### config.mk
export PLATFORM = sky130hd
export DESIGN_NAME = pipelined_segment_adder
export DESIGN_NICKNAME = d
export VERILOG_FILES = /design/src/rtl/pipelined_segment_adder.sv
export SDC_FILE = /design/constraint.sdc
export NUM_CORES = 1
export LEC_CHECK = 0
export BUFFER_PORTS_ARGS = -buffer_cell sky130_fd_sc_hd__buf_2
export CAP_MARGIN = 40
export CORE_MARGIN = 4
export CORE_UTILIZATION = 52
export DETAILED_ROUTE_END_ITERATION = 12
export MAX_ROUTING_LAYER = met4
export PLACE_DENSITY_LB_ADDON = 0.25
export SLEW_MARGIN = 20
export SYNTH_ARGS = -nofsm -noshare
export SYNTH_HDL_FRONTEND = slang
export SYNTH_SLANG_ARGS = --single-unit
### constraint.sdc
create_clock -name clk -period 1.6 [get_ports clk]
set_clock_uncertainty 0.15 [all_clocks]
set_input_delay 0.32 -clock clk [delete_from_list [all_inputs] [get_ports clk]]
set_output_delay 0.32 -clock clk [all_outputs]
set_load 0.05 [all_outputs]
### src/rtl/pipelined_segment_adder.sv
// WIDTH-bit adder split into SEG-bit segments, one segment per pipeline stage, with valid/ready at both ends.
// Define PIPELINED_SEGMENT_ADDER_SUB_EN to add the Sub input (A - B) and the signed-overflow output V.
module pipelined_segment_adder #(
  parameter int WIDTH = 16,
  parameter int SEG   = 4
) (
  input  logic             clk,
  input  logic             rst,
  input  logic [WIDTH-1:0] A,
  input  logic [WIDTH-1:0] B,
  input  logic             Cin,
`ifdef PIPELINED_SEGMENT_ADDER_SUB_EN
  input  logic             Sub,
  output logic             V,
`endif
  input  logic             in_valid,
  output logic             in_ready,
  output logic [WIDTH-1:0] Result,
  output logic             C,
  output logic             out_valid,
  input  logic             out_ready
);

  localparam int NSTG = WIDTH / SEG;

  if ((WIDTH % SEG) != 0) begin : g_width_chk
    $error("pipelined_segment_adder: WIDTH must be an integer multiple of SEG");
  end

  typedef struct packed {
    logic             vld;
    logic             cy;
`ifdef PIPELINED_SEGMENT_ADDER_SUB_EN
    logic             v;
`endif
    logic [WIDTH-1:0] a;
    logic [WIDTH-1:0] b;
    logic [WIDTH-1:0] sum;
  } stg_t;

  function automatic logic [SEG:0] seg_add(input logic [SEG-1:0] x, input logic [SEG-1:0] y,
                                           input logic ci);
    return {1'b0, x} + {1'b0, y} + {{SEG{1'b0}}, ci};
  endfunction

  stg_t stg_q [NSTG];
  logic stall;
  logic adv;

  // The whole pipe freezes, bubbles included, while the output is held
  assign stall    = stg_q[NSTG-1].vld & ~out_ready;
  assign adv      = ~stall;
  assign in_ready = ~stall;

  for (genvar k = 0; k < NSTG; k++) begin : g_stg
    stg_t           src;
    stg_t           stg_d;
    logic [SEG:0]   seg;

    if (k == 0) begin : g_src_in
      always_comb begin
        src     = '0;
        src.vld = in_valid;
        src.a   = A;
        src.b   = B;
        src.cy  = Cin;
`ifdef PIPELINED_SEGMENT_ADDER_SUB_EN
        if (Sub) begin
          src.b  = ~B;
          src.cy = 1'b1;
        end
`endif
      end
    end else begin : g_src_fwd
      assign src = stg_q[k-1];
    end

    assign seg = seg_add(src.a[k*SEG +: SEG], src.b[k*SEG +: SEG], src.cy);

    // Data only loads for a valid operand so a bubble leaves the last result on the outputs
    always_comb begin
      stg_d = stg_q[k];
      if (adv) begin
        stg_d.vld = src.vld;
        if (src.vld) begin
          stg_d.a                  = src.a;
          stg_d.b                  = src.b;
          stg_d.sum                = src.sum;
          stg_d.sum[k*SEG +: SEG]  = seg[SEG-1:0];
          stg_d.cy                 = seg[SEG];
`ifdef PIPELINED_SEGMENT_ADDER_SUB_EN
          stg_d.v = (src.a[WIDTH-1] == src.b[WIDTH-1]) && (seg[SEG-1] != src.a[WIDTH-1]);
`endif
        end
      end
    end

    always_ff @(posedge clk) begin
      if (rst) stg_q[k] <= '0;
      else     stg_q[k] <= stg_d;
    end
  end

  assign out_valid = stg_q[NSTG-1].vld;
  assign Result    = stg_q[NSTG-1].sum;
  assign C         = stg_q[NSTG-1].cy;
`ifdef PIPELINED_SEGMENT_ADDER_SUB_EN
  assign V         = stg_q[NSTG-1].v;
`endif

endmodule

==> key figures, run 1 <==
Run status
  • Status: finished with violations
  • Violated checks: setup timing

Power
  • Relative contribution of combinational cells to total power: 9.8%
  • P_int: 3.44 mW
  • Switching part of the total: 25.4%
  • Power per cell area: 917 nW/µm²
  • Clk network pwr share: 35.7%
  • Power Total: 4.61 mW
  • Net switching component of the power: 1.17 mW
  • Worst supply voltage drop on vdd: 0.475 mV
  • Leakage component of the power: 1.88 nW
  • Fraction of power consumed by sequential logic: 54.5%

Critical path
  • Critical path's largest stage delay: 0.44 ns
  • Buffers plus inverters on the worst setup path: 1
  • Worst Path Arrival: 1.88 ns
  • Crit Path Category: flip-flop to flip-flop
  • Critical register-to-register path startpoint: stg_q[0][48]
  • Cell chain of the critical path: inv_2, fa_2, nand3b_1, a2111o_1, o311ai_1
  • Minimum setup slack among reg-to-reg paths: -0.16 ns
  • CP Max Fanout: 2
  • Worst path required time: 1.72 ns
  • Critical Path Start Type: flip-flop
  • Launching instance or port of the critical path: stg_q[0][48]
  • Worst setup EP type: flip-flop
  • Critical-path cell with the highest stage delay: a2111o_1
  • Kind of cell adding the most delay to the critical path: compound AO/OA/AOI/OAI gates

Synthesis
  • Number of warnings reported in the yosys synthesis log: 0
  • Count of distinct cell types in the synthesized netlist: 35
  • Syn Area/Cell: 8.52 µm²
  • Post-synthesis sequential area ratio: 45.5%
  • Post-Syn Nets: 553
  • Number of storage elements in the synthesis netlist: 96
  • Post-Synthesis Cells: 496
  • Total standard cell area after synthesis: 4230 µm²

Die
  • Area of the core region: 7810 µm²
  • Die Y: 98.2 µm
  • Die Outline Area: 9640 µm²
  • Number of cell rows: 32
  • Die Span X: 98.2 µm
  • Initial core utilization: 54.2%
  • I/O pin total: 56

Route
  • Initial detailed-routing violation count: 282
  • Number of nets still failing antenna checks after routing: 0
  • Final routed wire length divided by cell count: 15.5 µm
  • Drt total wl: 10200 µm
  • Initial DRT Pass Iterations: 5
  • Vias per cell: 5.76
  • Post-detailed-route DRC marker count: 0
  • Vias: 3793

Placed design
  • Number of input and output port buffers inserted: 55
  • Post-detailed-placement half-perimeter wirelength: 6900 µm
  • Routability cong.: 0.836
  • Total cell area at the placement stage: 4670 µm²
  • Placement Setup Slack: -0.175 ns
  • Placed cell count: 636

Clock tree
  • Post-CTS Hold Buffers: 0
  • Number of buffers added by the clock tree synthesis step: 9
  • Bufs on Longest Clock Path: 2
  • Clock tree from TritonCTS: built
  • Latest clock arrival within the worst-skew pair: 0.36 ns
  • Buffer type at the clock tree root: clkbuf_8
  • H-Tree Depth: 3
  • Number of sinks handled by clock tree synthesis: 96
  • CTS clk-pin slew, worst paths: 0.09 ns

Global route
  • Via count of the first global-routing pass: 3561
  • Largest net degree at the start of global routing: 39
  • Wire length of the first global-routing pass: 16600 µm
  • Gr ovfl total: 0
  • Tot GR Track Use: 21.2%
  • Initial antenna violation count: 0

Finish
  • Synthesis-to-layout area growth: 18.9%
  • Final #Nets: 608
  • Fill cell instance count of the final layout: 682
  • Number of non-filler instances in the completed layout: 658
  • Ratio of cells with drive above 1 in the final layout: 26.1%
  • Largest registers: stg_q: 96 flops
  • Diode count: 0
  • Combined area of the multi-input logic cells: 2100 µm²
  • Flip-flop count of the largest register, all copies and words added: 96
  • Register with the most flip-flops: stg_q
  • Storage cell area: 1930 µm²
  • Summed area of non-filler cells in the final layout: 5030 µm²

Timing
  • Min Tclk post-route: 1.76 ns
  • Worst path setup slack after routing: -0.157 ns
  • Pins over their slew limit: 0
  • Final setup violating endpoints: 11
  • Slew @ Worst Pin: 0.628 ns
  • Final hold vios: 0
  • Fmax: 569 MHz
  • RSZ-0062 raised after global routing: true
  • Final period util: 110%
  • Slew headroom: 58.1%
  • Total Negative Setup Slacks: -0.990 ns

Run
  • Number of max-cap violations: 0

Hold path
  • Startpoint of the lowest-slack hold path: B[10]
  • Hold Path Class: input pin to flip-flop
[what timing repair did]
action                     4_1_cts  5_1_grt
gates cloned                     0        0
setup endpoints to repair       13       12
setup buffers                    3        3
gates resized for setup         11       12
pin swaps                       10        5
[synth_stat cells, drive strengths merged]
master	number	area (µm²)
a2111o	3	33.8
a2111oi	1	15.0
a211oi	5	37.5
a21o	1	7.51
a21oi	96	480
a221o	1	10.0
a221oi	1	8.76
a311oi	3	26.3
and2	1	6.26
buf	38	203
clkbuf	11	41.3
dfxtp	96	1920
fa	8	160
ha	12	150
inv	16	60.1
nand2	9	33.8
nand2b	3	18.8
nand3	82	410
nand3b	1	7.51
nand4b	2	17.5
nor2	2	7.51
nor2b	6	45.0
nor3	3	15.0
nor4b	1	8.76
o21ai	83	415
o221ai	2	17.5
o311ai	1	8.76
or2	4	25.0
xnor2	4	35.0
[routing by layer]
layer	up-vias	track usage [%]	part of all wire (%)	routed length (µm)
met2	79	35.1	50	5130
li1	1882	-	-	-
met4	0	6.51	1.9	199
met1	1815	26.9	44	4460
met5	-	-	0	0
met3	17	3.29	4.3	437
[final cells by class]
| cell class | count | share of cell area (%) |
|---|---|---|
| clock buffer | 11 | 2.81 |
| sequential | 96 | 38.5 |
| inverter | 16 | 1.19 |
| timing repair buffer | 93 | 11.8 |
| tap | 102 | 2.54 |
| multi-input combinational | 335 | 41.8 |
| clock inverter | 5 | 1.29 |
[power by group through the flow]
stage	sequential, mW	combinational (mW)	clock (mW)
after floorplan	2.56	0.277	0
after global placement	2.56	0.415	0
after detailed placement	2.57	0.429	0
after CTS	2.51	0.439	1.66
after global routing	2.52	0.507	1.77
final	2.51	0.451	1.65
[path summary, 6_finish.rpt]
path              cells past startpoint      endpoint
setup / recovery                      5  stg_q[0][57]
hold / removal                        3  stg_q[0][26]
setup reg to reg                      5  stg_q[0][57]
hold reg to reg                       2  stg_q[0][96]
[per-stage QoR]
stage | hold WS [ns] | utilization (%)
3_5_place_dp | 0.309 | 59.8
6_report | 0.0440 | 64.4
3_3_place_gp | 0.302 | 59.8
2_1_floorplan | 0.290 | -
4_1_cts | 0.0361 | 63.1
5_1_grt | 0.0419 | 64.4
[placed cells by master (no fill, tap or decap), types with 3 or more instances in the layout]
cell and n:
a21oi_1 93, dfxtp_1 87, nand3_1 80, o21ai_0 70, buf_2 54, buf_4 35
o21ai_1 13, inv_1 10, ha_1 10, clkbuf_8 10, nand2_1 9, dfxtp_2 9
fa_2 7, inv_2 6, nor2b_1 5, xnor2_1 4, a211oi_1 4, nand2b_1 3
or2_2 3, a2111o_1 3, a21oi_2 3, nor3_1 3, clkinv_4 3
[worst min-delay path, stage by stage]
cell and delay [ns]:
buf_2 0.09, nand3_1 0.05, a21oi_1 0.05
[cells by family after synthesis]
| logic type | Yosys count | share of synthesized area [%] |
|---|---|---|
| AO/OA/AOI/OAI | 197 | 25.1 |
| flip-flops | 96 | 45.5 |
| buffers and inverters | 65 | 7.19 |
| XOR/XNOR | 4 | 0.829 |
| AND/OR/NAND/NOR | 114 | 14.1 |
| adder cells (fa/ha/maj) | 20 | 7.34 |
Note: power is estimated with default switching activity, not from simulation.
==> run 2: changes to the inputs <==
--- a/config.mk
+++ b/config.mk
@@ -12,6 +12,7 @@
 export DETAILED_ROUTE_END_ITERATION = 12
 export MAX_ROUTING_LAYER = met4
 export PLACE_DENSITY_LB_ADDON = 0.25
+export RECOVER_POWER = 50
 export SLEW_MARGIN = 20
 export SYNTH_ARGS = -nofsm -noshare
 export SYNTH_HDL_FRONTEND = slang
==> key figures, run 2 (same netlist as run 1, synthesis figures left out) <==
Run status
  • Status: finished with violations (unchanged)
  • Violated checks: setup timing (unchanged)

Route
  • Number of nets still failing antenna checks after routing: 0 (unchanged)
  • Met3 Routed Length: 470 µm (was 437 µm)
  • Top routing layer in use: met4 (unchanged)
  • Initial detailed-routing violation count: 249 (was 282)
  • Metal1 wirelength: 4360 µm (was 4460 µm)
  • Met2 wire length: 5140 µm (was 5130 µm)
  • Post-detailed-route DRC marker count: 0 (unchanged)
  • Vias: 3821 (was 3793)
  • Drt total wl: 10200 µm (about the same)
  • Final routed wire length divided by cell count: 15.5 µm (about the same)
  • Initial DRT Pass Iterations: 4 (was 5)
  • Vias per cell: 5.81 (was 5.76)

Timing
  • Fmax: 568 MHz (was 569 MHz)
  • Total Negative Setup Slacks: -1.14 ns (was -0.990 ns)
  • Pins over their slew limit: 0 (unchanged)
  • Slew @ Worst Pin: 0.632 ns (was 0.628 ns)
  • Final period util: 110% (about the same)
  • Slew headroom: 57.8% (was 58.1%)
  • RSZ-0062 raised after global routing: true (unchanged)
  • Final setup violating endpoints: 20 (was 11)
  • Min Tclk post-route: 1.76 ns (about the same)
  • Worst path setup slack after routing: -0.160 ns (was -0.157 ns)
  • Final hold vios: 0 (unchanged)

Critical path
  • Critical register-to-register path startpoint: stg_q[0][48] (unchanged)
  • Critical path's largest stage delay: 0.44 ns (about the same)
  • Critical Path Start Type: flip-flop (unchanged)
  • Minimum setup slack among reg-to-reg paths: -0.16 ns (about the same)
  • Worst setup EP type: flip-flop (unchanged)
  • Kind of cell adding the most delay to the critical path: compound AO/OA/AOI/OAI gates (unchanged)
  • Launching instance or port of the critical path: stg_q[0][48] (unchanged)
  • Worst path required time: 1.72 ns (about the same)
  • Worst Path Arrival: 1.88 ns (about the same)
  • CP Max Fanout: 2 (unchanged)
  • Crit Path Category: flip-flop to flip-flop (unchanged)
  • Critical-path cell with the highest stage delay: a2111o_1 (unchanged)
  • Cell chain of the critical path: inv_2, fa_2, nand3b_1, a2111o_1, o311ai_1 (unchanged)
  • Buffers plus inverters on the worst setup path: 1 (unchanged)

Global route
  • Via count of the first global-routing pass: 3561 (unchanged)
  • Tot GR Track Use: 21.2% (unchanged)
  • Wire length of the first global-routing pass: 16600 µm (unchanged)
  • Gr ovfl total: 0 (unchanged)
  • Initial antenna violation count: 0 (unchanged)
  • Largest net degree at the start of global routing: 39 (unchanged)

Die
  • Area of the core region: 7810 µm² (unchanged)
  • Initial core utilization: 54.2% (unchanged)
  • Die Outline Area: 9640 µm² (unchanged)
  • Number of cell rows: 32 (unchanged)
  • I/O pin total: 56 (unchanged)
  • Die Y: 98.2 µm (unchanged)
  • Die Span X: 98.2 µm (unchanged)

Power
  • Worst supply voltage drop on vdd: 0.469 mV (was 0.475 mV)
  • Leakage component of the power: 1.86 nW (was 1.88 nW)
  • Power per cell area: 920 nW/µm² (was 917 nW/µm²)

Clock tree
  • CTS clk-pin slew, worst paths: 0.09 ns (about the same)
  • H-Tree Depth: 3 (unchanged)
  • Number of buffers added by the clock tree synthesis step: 9 (unchanged)
  • Buffer type at the clock tree root: clkbuf_8 (unchanged)
  • Latest clock arrival within the worst-skew pair: 0.37 ns (was 0.36 ns)
  • Clock tree from TritonCTS: built (unchanged)
  • Post-CTS Hold Buffers: 0 (unchanged)
  • Number of sinks handled by clock tree synthesis: 96 (unchanged)
  • Bufs on Longest Clock Path: 2 (unchanged)

Finish
  • Largest registers: stg_q: 96 flops (unchanged)
  • Ratio of cells with drive above 1 in the final layout: 25.7% (was 26.1%)
  • Summed area of non-filler cells in the final layout: 5000 µm² (was 5030 µm²)
  • Synthesis-to-layout area growth: 18.4% (was 18.9%)
  • Fill cell instance count of the final layout: 687 (was 682)
  • Final #Nets: 608 (unchanged)
  • Flip-flop count of the largest register, all copies and words added: 96 (unchanged)
  • Diode count: 0 (unchanged)
  • Leading cell types in the layout, fill and taps excluded: a21oi_1, dfxtp_1, nand3_1, o21ai_0, buf_2 (unchanged)
  • Register with the most flip-flops: stg_q (unchanged)
  • Leading cell type in the layout, fill and taps excluded: a21oi_1 (unchanged)

Hold path
  • Startpoint of the lowest-slack hold path: B[10] (unchanged)
  • Hold Path Class: input pin to flip-flop (unchanged)

Run
  • Number of max-cap violations: 0 (unchanged)

Placed design
  • Post-detailed-placement half-perimeter wirelength: 6900 µm (unchanged)
  • Number of input and output port buffers inserted: 55 (unchanged)
  • Total cell area at the placement stage: 4670 µm² (unchanged)
  • Routability cong.: 0.836 (unchanged)
==> run 2: changes by cell type in the layout (fill, tap and decap cells not counted), sizes merged <==
cell    change
buf        -17
clkbuf     +17
==> run 2: layout make-up <==
class | count | area, µm² | area share, %
Clock inverter | 5 | 65.1 | 1.30
Tap cell | 102 | 128 | 2.55
Multi-Input combinational cell | 335 | 2100 | 42.0
Timing Repair Buffer | 93 | 576 | 11.5
Clock buffer | 11 | 141 | 2.83
Sequential cell | 96 | 1930 | 38.6
Inverter | 16 | 60.1 | 1.20
==> run 2: per-layer routing <==
metal / vias to the layer above / global-route usage, %
met3: 19 / 3.29
met1: 1828 / 26.9
met2: 90 / 35.1
met4: 0 / 6.51
met5: - / -
li1: 1884 / -
==> run 2: timing repair <==
| action | 4_1_cts | 5_1_grt |
|---|---|---|
| resized for setup | 11 | 12 |
| setup endpoints to repair | 13 | 12 |
| pin swaps | 10 | 5 |
| setup buffers | 3 | 3 |
==> run 2: worst min-delay path: cells and delay by family <==
family / cells / cell delay [ns]
AO/OA/AOI/OAI: 1 / 0.05
buffers and inverters: 1 / 0.09
AND/OR/NAND/NOR: 1 / 0.05
==> run 2: per-stage QoR <==
step | hold WS (ns) | utilization [%] | power [mW] | std cells | worst slack, ns
2_1_floorplan | 0.290 | - | 2.84 | 496 | -0.0901
3_3_place_gp | 0.302 | 59.8 | 2.98 | 636 | -0.131
3_5_place_dp | 0.309 | 59.8 | 2.99 | 636 | -0.175
4_1_cts | 0.0361 | 63.1 | 4.61 | 655 | -0.157
5_1_grt | 0.0419 | 64.1 | 4.79 | 658 | -0.219
6_report | 0.0475 | 64.1 | 4.61 | 658 | -0.160
==> run 2: final timing paths <==
kind | to | cells after the start
worst max register to register | stg_q[0][57] | 5
worst max-delay path | stg_q[0][57] | 5
worst min-delay path | stg_q[0][26] | 3
worst min register to register | stg_q[0][96] | 2
==> run 2: where the power goes <==
part	internal [mW]	total, mW	switching (mW)	leakage, nW
sequential	2.47	2.51	0.0452	0.785
clock	0.780	1.64	0.865	0.104
combinational	0.189	0.449	0.260	0.971
==> run 3: changes to the inputs <==
--- a/config.mk
+++ b/config.mk
@@ -6,7 +6,6 @@
 export NUM_CORES = 1
 export LEC_CHECK = 0
 export BUFFER_PORTS_ARGS = -buffer_cell sky130_fd_sc_hd__buf_2
-export CAP_MARGIN = 40
 export CORE_MARGIN = 4
 export CORE_UTILIZATION = 52
 export DETAILED_ROUTE_END_ITERATION = 12
@@ -17,3 +16,4 @@
 export SYNTH_ARGS = -nofsm -noshare
 export SYNTH_HDL_FRONTEND = slang
 export SYNTH_SLANG_ARGS = --single-unit
+export TNS_END_PERCENT = 10
==> key figures, run 3 (same netlist as run 1, synthesis figures left out) <==
Run status
  • Status: finished with violations (unchanged)
  • Violated checks: setup timing (unchanged)

Die
  • Die Y: 98.2 µm (unchanged)
  • Die Span X: 98.2 µm (unchanged)
  • Area of the core region: 7810 µm² (unchanged)
  • Die Outline Area: 9640 µm² (unchanged)
  • Number of cell rows: 32 (unchanged)
  • Initial core utilization: 54.2% (unchanged)
  • I/O pin total: 56 (unchanged)

Route
  • Final routed wire length divided by cell count: 14.5 µm (was 15.5 µm)
  • Initial DRT Pass Iterations: 4 (unchanged)
  • Vias: 3687 (was 3821)
  • Post-detailed-route DRC marker count: 0 (unchanged)
  • Number of nets still failing antenna checks after routing: 0 (unchanged)
  • Vias per cell: 5.65 (was 5.81)
  • Initial detailed-routing violation count: 155 (was 249)
  • Drt total wl: 9470 µm (was 10200 µm)

Power
  • Power Total: 4.35 mW (was 4.61 mW)
  • Fraction of power consumed by sequential logic: 57.7% (was 54.5%)
  • Clk network pwr share: 32.5% (was 35.7%)
  • Relative contribution of combinational cells to total power: 9.8% (about the same)
  • Worst supply voltage drop on vdd: 0.511 mV (was 0.469 mV)
  • Power per cell area: 889 nW/µm² (was 920 nW/µm²)
  • Leakage component of the power: 1.84 nW (was 1.86 nW)
  • Net switching component of the power: 1.13 mW (was 1.17 mW)
  • P_int: 3.22 mW (was 3.44 mW)
  • Switching part of the total: 26.0% (was 25.4%)

Finish
  • Largest registers: stg_q: 96 flops (unchanged)
  • Leading cell type in the layout, fill and taps excluded: a21oi_1 (unchanged)
  • Final #Nets: 603 (was 608)
  • Diode count: 0 (unchanged)
  • Flip-flop count of the largest register, all copies and words added: 96 (unchanged)
  • Register with the most flip-flops: stg_q (unchanged)
  • Ratio of cells with drive above 1 in the final layout: 24.5% (was 25.7%)
  • Leading cell types in the layout, fill and taps excluded: a21oi_1, dfxtp_1, nand3_1, o21ai_0, buf_2 (unchanged)
  • Final Core Density: 62.7% (was 64.1%)
  • Synthesis-to-layout area growth: 15.7% (was 18.4%)
  • Summed area of non-filler cells in the final layout: 4890 µm² (was 5000 µm²)

Clock tree
  • Buffer type at the clock tree root: clkbuf_8 (unchanged)
  • Latest clock arrival within the worst-skew pair: 0.36 ns (was 0.37 ns)
  • Clock tree from TritonCTS: built (unchanged)
  • Number of sinks handled by clock tree synthesis: 96 (unchanged)
  • CTS clk-pin slew, worst paths: 0.09 ns (about the same)
  • Number of buffers added by the clock tree synthesis step: 9 (unchanged)
  • Bufs on Longest Clock Path: 2 (unchanged)
  • H-Tree Depth: 3 (unchanged)
  • Setup Buffers After CTS: 0 (was 3)

Timing
  • Slew @ Worst Pin: 0.591 ns (was 0.632 ns)
  • Final hold vios: 0 (unchanged)
  • Worst path setup slack after routing: -0.134 ns (was -0.160 ns)
  • RSZ-0062 raised after global routing: true (unchanged)
  • Total Negative Setup Slacks: -0.855 ns (was -1.14 ns)
  • Pins over their slew limit: 0 (unchanged)
  • Min Tclk post-route: 1.73 ns (was 1.76 ns)
  • Final period util: 108% (was 110%)
  • Fmax: 577 MHz (was 568 MHz)
  • Final setup violating endpoints: 11 (was 20)
  • Slew headroom: 60.6% (was 57.8%)

Global route
  • Tot GR Track Use: 20.7% (was 21.2%)
  • Most heavily used metal layer in global routing: met2 (unchanged)
  • Wire length of the first global-routing pass: 16200 µm (was 16600 µm)
  • GRT met2 Usage: 32.6% (was 35.1%)
  • Gr ovfl total: 0 (unchanged)
  • Via count of the first global-routing pass: 3420 (was 3561)
  • Largest net degree at the start of global routing: 37 (was 39)
  • Initial antenna violation count: 0 (unchanged)
  • Met3 capacity usage during global routing: 3.43% (was 3.29%)
  • Fraction of met1 tracks used by global routing: 27.2% (was 26.9%)

Placed design
  • Routability cong.: 0.875 (was 0.836)
  • Number of input and output port buffers inserted: 55 (unchanged)
  • Total cell area at the placement stage: 4700 µm² (was 4670 µm²)
  • Post-detailed-placement half-perimeter wirelength: 6710 µm (was 6900 µm)

Critical path
  • Critical Path Start Type: flip-flop (unchanged)
  • CP Max Fanout: 2 (unchanged)
  • Worst path required time: 1.69 ns (was 1.72 ns)
  • Crit Path Category: flip-flop to flip-flop (unchanged)
  • Cell depth of the worst flop-to-flop path: 5 (unchanged)
  • Worst Path Arrival: 1.82 ns (was 1.88 ns)
  • Worst setup EP type: flip-flop (unchanged)

Run
  • Number of max-cap violations: 0 (unchanged)

Hold path
  • Worst Hold Path Cells: 3 (unchanged)
  • Hold Path Class: input pin to flip-flop (unchanged)
[run 3: metal layers]
metal | vias up | part of all wire [%]
met3 | 10 | 4.4
met5 | - | 0
met2 | 75 | 48
li1 | 1873 | -
met1 | 1729 | 47
met4 | 0 | 1.0
[run 3: final cells by class]
cell class	count	area, µm²
Fill cell	707	2910
Multi-Input combinational cell	335	2050
Sequential cell	96	1930
Timing Repair Buffer	88	547
Clock buffer	10	128
Tap cell	102	128
Inverter	16	60.1
Clock inverter	6	46.3
[run 3: path summary, 6_finish.rpt]
path	end	startpoint	slack, ns
setup / recovery	stg_q[1][98]	stg_q[1][48]	-0.13
hold / removal	stg_q[0][20]	B[4]	0.05
setup reg to reg	stg_q[1][98]	stg_q[1][48]	-0.13
hold reg to reg	stg_q[1][47]	stg_q[0][97]	0.31
[run 3: what timing repair did]
item / in CTS / in global routing
pin swaps: 6 / 1
endpoints found under the setup margin: 12 / 13
gates cloned: 0 / 0
resized for setup: 10 / 7
hold buffers: 0 / 0
[run 3: critical path, cell delays in order, from the launching register on]
cell	delay, ns
dfxtp_2	0.34
fa_2	0.40
fa_2	0.36
a21o_1	0.18
a21oi_2	0.11
a211oi_1	0.07
[run 3: power by group through the flow]
stage	Sequential, mW	Combinational (mW)	Clock [mW]
floorplan	2.56	0.277	0
CTS	2.51	0.431	1.44
finish	2.51	0.426	1.41
global route	2.52	0.484	1.56
global placement	2.56	0.415	0
detailed placement	2.57	0.427	0
[run 3: through the flow]
stage	std cells	setup slack, ns	hold WS, ns
2_1_floorplan	496	-0.0901	0.290
3_3_place_gp	637	-0.159	0.301
3_5_place_dp	637	-0.187	0.305
4_1_cts	653	-0.166	0.0327
5_1_grt	653	-0.220	0.0292
6_report	653	-0.134	0.0526
